[src/rtl/uart_tx_fifo_pkg.sv]
// Shared UART definitions: FSM state encodings, parity-mode selectors and the default bit period.
// The RX block imports the same package, so keep the encodings stable.
package uart_tx_fifo_pkg;

  typedef enum logic [2:0] {
    ST_IDLE   = 3'd0,
    ST_START  = 3'd1,
    ST_DATA   = 3'd2,
    ST_PARITY = 3'd3,
    ST_STOP   = 3'd4
  } uart_state_e;

  localparam int PAR_MODE_EVEN   = 0;
  localparam int PAR_MODE_ODD    = 1;
  localparam int DEFAULT_CLK_DIV = 16;

  // XOR of the low nbits of d, inverted for odd parity; bits above nbits are ignored.
  function automatic logic calc_parity(input logic [7:0] d, input int nbits, input logic odd);
    logic p;
    p = odd;
    for (int i = 0; i < 8; i++) begin
      if (i < nbits) p = p ^ d[i];
    end
    return p;
  endfunction

endpackage

[src/rtl/uart_baud_tick.sv]
// Bit-period counter: counts 0..CLK_DIV-1, ticks on the last count and wraps, so bits never drift.
// Synchronous clear holds it at zero while the line is idle.
module uart_baud_tick #(
  parameter int CLK_DIV = 16,
  parameter int CDW     = 8
) (
  input  logic clk,
  input  logic rst,
  input  logic clr_i,
  output logic tick_o
);

  logic [CDW-1:0] cnt_q, cnt_d;

  assign tick_o = (cnt_q == CDW'(CLK_DIV - 1));

  always_comb begin
    cnt_d = cnt_q + 1'b1;
    if (clr_i || tick_o) cnt_d = '0;
  end

  always_ff @(posedge clk or posedge rst) begin
    if (rst) cnt_q <= '0;
    else     cnt_q <= cnt_d;
  end

endmodule

[src/rtl/uart_tx_fifo.sv]
// UART transmitter draining a first-word-fall-through byte FIFO.
// Frame: start, DATA_BITS data LSB first, optional parity, STOP_BITS stop bits.
module uart_tx_fifo
  import uart_tx_fifo_pkg::*;
#(
  parameter int DATA_BITS  = 8,
  parameter int CLK_DIV    = DEFAULT_CLK_DIV,
  parameter int CDW        = 8,
  parameter int PARITY_EN  = 0,
  parameter int PARITY_ODD = PAR_MODE_EVEN,
  parameter int STOP_BITS  = 1
) (
  input  logic       clk,
  input  logic       rst,
  input  logic       en,
  input  logic [7:0] fifo_data,
  input  logic       fifo_empty,
  output logic       fifo_rd_en,
  output logic       tx,
  output logic       busy,
  output logic       done
);

  localparam int            BIW       = (DATA_BITS > 1) ? $clog2(DATA_BITS) : 1;
  localparam logic [BIW-1:0] LAST_BIT  = BIW'(DATA_BITS - 1);
  localparam logic          LAST_STOP = 1'(STOP_BITS - 1);
  localparam logic          ODD_SEL   = (PARITY_ODD == PAR_MODE_ODD);

  uart_state_e          state_q, state_d;
  logic [DATA_BITS-1:0] sreg_q, sreg_d;
  logic [BIW-1:0]       bit_q, bit_d;
  logic                 stop_q, stop_d;
  logic                 par_q, par_d;
  logic                 tx_q, tx_d;
  logic                 baud_tick;
  logic                 can_pop;
  logic                 pop;
  logic                 done_d;

  uart_baud_tick #(
    .CLK_DIV (CLK_DIV),
    .CDW     (CDW)
  ) u_baud (
    .clk    (clk),
    .rst    (rst),
    .clr_i  (state_q == ST_IDLE),
    .tick_o (baud_tick)
  );

  // rst gates the pop so a non-empty FIFO is never drained while held in reset.
  assign can_pop = en & ~fifo_empty & ~rst;

  always_comb begin
    state_d = state_q;
    sreg_d  = sreg_q;
    bit_d   = bit_q;
    stop_d  = stop_q;
    par_d   = par_q;
    tx_d    = tx_q;
    pop     = 1'b0;
    done_d  = 1'b0;

    case (state_q)
      ST_IDLE: begin
        tx_d = 1'b1;
        if (can_pop) pop = 1'b1;
      end
      ST_START: begin
        if (baud_tick) begin
          state_d = ST_DATA;
          bit_d   = '0;
          tx_d    = sreg_q[0];
          sreg_d  = sreg_q >> 1;
        end
      end
      ST_DATA: begin
        if (baud_tick) begin
          if (bit_q == LAST_BIT) begin
            if (PARITY_EN != 0) begin
              state_d = ST_PARITY;
              tx_d    = par_q;
            end else begin
              state_d = ST_STOP;
              stop_d  = 1'b0;
              tx_d    = 1'b1;
            end
          end else begin
            bit_d  = bit_q + 1'b1;
            tx_d   = sreg_q[0];
            sreg_d = sreg_q >> 1;
          end
        end
      end
      ST_PARITY: begin
        if (baud_tick) begin
          state_d = ST_STOP;
          stop_d  = 1'b0;
          tx_d    = 1'b1;
        end
      end
      ST_STOP: begin
        if (baud_tick) begin
          if (stop_q == LAST_STOP) begin
            done_d = 1'b1;
            if (can_pop) begin
              pop = 1'b1;
            end else begin
              state_d = ST_IDLE;
              tx_d    = 1'b1;
            end
          end else begin
            stop_d = stop_q + 1'b1;
          end
        end
      end
      default: begin
        state_d = ST_IDLE;
        tx_d    = 1'b1;
      end
    endcase

    // A pop from IDLE or from the last stop cycle both launch the start bit next cycle.
    if (pop) begin
      state_d = ST_START;
      sreg_d  = fifo_data[DATA_BITS-1:0];
      par_d   = calc_parity(fifo_data, DATA_BITS, ODD_SEL);
      tx_d    = 1'b0;
    end
  end

  always_ff @(posedge clk or posedge rst) begin
    if (rst) begin
      state_q <= ST_IDLE;
      sreg_q  <= '0;
      bit_q   <= '0;
      stop_q  <= 1'b0;
      par_q   <= 1'b0;
      tx_q    <= 1'b1;
    end else begin
      state_q <= state_d;
      sreg_q  <= sreg_d;
      bit_q   <= bit_d;
      stop_q  <= stop_d;
      par_q   <= par_d;
      tx_q    <= tx_d;
    end
  end

  assign fifo_rd_en = pop;
  assign tx         = tx_q;
  assign busy       = (state_q != ST_IDLE);
  assign done       = done_d;

endmodule

[config.mk]
export PLATFORM = sky130hd
export DESIGN_NAME = uart_tx_fifo
export DESIGN_NICKNAME = d
export VERILOG_FILES = /design/src/rtl/uart_tx_fifo_pkg.sv /design/src/rtl/uart_baud_tick.sv /design/src/rtl/uart_tx_fifo.sv
export SDC_FILE = /design/constraint.sdc
export NUM_CORES = 1
export LEC_CHECK = 0
export CORE_AREA = 2 2 65 67
export DETAILED_ROUTE_END_ITERATION = 8
export DIE_AREA = 0 0 67 69
export GPL_ROUTABILITY_DRIVEN = 0
export PLACE_DENSITY = 0.59
export SYNTH_ARGS = -nofsm -noshare
export SYNTH_HDL_FRONTEND = slang
export SYNTH_SLANG_ARGS = --single-unit
[constraint.sdc]
create_clock -name clk -period 1.95 [get_ports clk]
set_input_delay 0.4875 -clock clk [delete_from_list [all_inputs] [get_ports clk]]
set_output_delay 0.4875 -clock clk [all_outputs]
set_load 0.01 [all_outputs]
==> flow_summary_export.csv, run 1 <==
group,metric,value,unit
status,status,"finished with violations",
status,violations,"negative setup slack",
sta,drv_slew,0,
worst_hold_path,hp-class,"in2async",
floorplanning,die_area,4620,um2
global_routing,grt_pass1_wl,4610,um
clocking,numCtsBuffers,3,
worst_setup_path,crit_required,1460,ps
route,routed_via_density,4.92,
final_layout,num_antenna_cells,0,
floorplanning,die_w,67,um
floorplanning,core-area,3910,um2
synth,yosys.area.top_type,"dfrtp_1",
global_routing,globalRouteOverflowTotal,0,
synth,yosysWarnings,0,
sta,worstMarginPinSlew,309,ps
sta,min_period,2180,ps
synth,async_flop_share,1.00,
pwr,power_density,499,nW/um2
worst_setup_path,cp-start-kind,"register",
pwr,total_power,0.806,mW
sta,fin_crit_sh,1.12,
clocking,clk_pin_slew_worst_paths,80,ps
worst_setup_path,path_cells,"or4_4, or2_1, nor2_2, buf_2",
final_layout,final_nets,163,
route,wl_met3,76,um
pwr,p_leak,0.717,nW
clocking,clk_latency,260,ps
route,maxUsedRoutingLayer,"met4",
floorplanning,io_pins,16,
global_routing,antenna_found_initial,0,
final_layout,drive_above_1_share,0.320,
route,first_iter_violations,23,
synth,synth_cells,113,
worst_setup_path,worstSetupEndpointType,"output port",
route,met1_length,1120,um
synth,synth_cell_types,35,
route,via_count,969,
synth,synth_area_per_cell,10.2,um2
final_layout,stdcell_count,197,
placed_design,io_buffers,15,
placed_design,dp_hpwl,1850,um
run,cap_violations,0,
final_layout,syn_to_final_growth,40.7,%
clocking,htreeDepth,1,
route,drc,0,
sta,skew,4.34,ps
worst_setup_path,crit_type,"reg2out",
synth,synth_common_cells,"dfrtp_1, nor2_1, nand2_1, o22ai_1, a2bb2oi_1",
sta,fmax,459,MHz
synth,ys_ff_latch,23,
placed_design,dp.cells,190,
route,final_antenna_net_count,0,
clocking,cts_tree,"done",
clocking,clock_path_buffers,2,
floorplanning,row_count,23,
worst_setup_path,reg2reg_depth,7,
floorplanning,start_util,0.293,
worst_setup_path,crit_path_max_fanout,3,
global_routing,grt_pass1_vias,1050,
clocking,cts_hold_buf,0,
synth,synth-edff-count,0,
global_routing,grt_max_degree,19,
synth,ys.flop_type,"dfrtp_1",
floorplanning,die_h,69,um
route,wire_per_inst,12.8,um
synth,synth-seq-area-share,0.503,
sta,rsz0062_at_grt,"yes",
route,dr_wl_met2,1260,um
synth,synth_top_area_share,0.480,
clocking,cts.sinks,23,
sta,hold_viol_final,0,
route,firstDrtPassIters,4,
synth,synth_area,1150,um2
synth,synth.most_common_cell,"dfrtp_1",
sta,fin_setup_tns,-2160,ps
clocking,clock-root-buffer,"clkbuf_8",
worst_setup_path,cpPeakStageDelay,560,ps
pwr,peakVddDrop,0.000327,V
synth,syn_nets,128,
global_routing,grtUsageTotal,0.124,
synth,synthTopCellsByArea,"dfrtp_1, a2bb2oi_1, o22ai_1",
worst_setup_path,critPathSlowestCell,"or4_4",
sta,finalSetupViolCount,11,
worst_setup_path,worst_ep_arrival_time,1690,ps
sta,relSlewSlack,0.793,
sta,layout_setup_ws,-228,ps
route,routed_wl,2520,um
==> power by group <==
group | switching, mW | internal [mW]
clock | 0.149 | 0.146
combinational | 0.0131 | 0.0217
sequential | 0 | 0.477
total | 0.162 | 0.644
==> cell type report <==
type / instances / area, um2
Sequential cell: 23 / 578
Multi-Input combinational cell: 80 / 586
Clock buffer: 4 / 45.0
Tap cell: 50 / 62.6
Timing Repair Buffer: 36 / 328
Inverter: 4 / 15.0
Fill cell: 390 / 2300
==> worst max-delay path: cells and delay by family (launching register included) <==
| kind | cells | cell delay (ps) |
|---|---|---|
| and+or+nand+nor | 3 | 920 |
| DFF | 1 | 380 |
| buffers and inverters | 1 | 140 |
==> final timing paths <==
| path | from | endpoint | slack, ps |
|---|---|---|---|
| max in group asynchronous | rst | state_q[2]$_DFFE_PP0P_ | 990 |
| min in group clk | tx$_DFFE_PP1P_ | tx$_DFFE_PP1P_ | 480 |
| worst max-delay path | u_baud.cnt_q[6]$_DFF_PP0_ | done | -230 |
| worst min-delay path | rst | u_baud.cnt_q[1]$_DFF_PP0_ | 450 |
| worst min register to register | tx$_DFFE_PP1P_ | tx$_DFFE_PP1P_ | 480 |
| worst max register to register | u_baud.cnt_q[6]$_DFF_PP0_ | sreg_q[4]$_DFFE_PP0P_ | -210 |
==> cells by family (layout without fill, tap and decap cells) <==
group	after synthesis	after routing	share of synthesized area
simple gates	41	41	0.181
compound gates	31	31	0.203
flops	23	23	0.503
buf+inv	10	44	0.0425
xor+xnor	5	5	0.0382
fa+ha+maj	3	3	0.0327
==> cells in the final DEF (no fill, tap or decap), drive strengths merged <==
master          n
clkdlybuf4s50  12
or2             3
and3            2
a2bb2oi         7
xor2            4
o21ai           9
nor3            1
dfstp           1
nor3b           1
nand2          11
inv             4
a22oi           1
clkbuf          4
o2bb2ai         1
xnor2           1
o32a            1
a21oi           2
buf            23
a21o            1
dfrtp          22
nor4            1
dlygate4sd2     1
or3             3
nand3           3
nand2b          2
ha              3
a21boi          1
o22ai           8
or4             1
nor2           13
==> routing by layer <==
metal / up-vias / global-route usage
li1: 466 / -
met3: 6 / 0.0196
met5: - / 0
met4: 0 / 0.0272
met2: 22 / 0.211
met1: 475 / 0.163
==> what timing repair did <==
action / 4_1_cts / 5_1_grt
endpoints found under the setup margin: 13 / 11
pin swaps: 11 / 1
setup buffers: 3 / 1
resized for setup: 17 / 6
==> per-stage QoR <==
step	setup WS, ps	utilization	instance area [um2]	hold slack [ps]
4_1_cts	-234	0.398	1560	447
5_1_grt	-291	0.412	1610	477
6_report	-228	0.412	1610	446
3_5_place_dp	-481	0.377	1480	466
3_3_place_gp	-408	0.377	1480	456
2_1_floorplan	-85.0	-	1150	433
==> state kept, by name, summed over array words and instances (netlist names) <==
register      count
sreg_q            8
u_baud.cnt_q      8
bit_q             3
tx                1
state_q           3
(Power assumes the default switching activity.)
==> inputs of run 2 (changes only) <==
- GPL_ROUTABILITY_DRIVEN: 0 -> not set
==> results of run 2 <==
The final DEF is identical to that of run 1; final timing and power are the same.
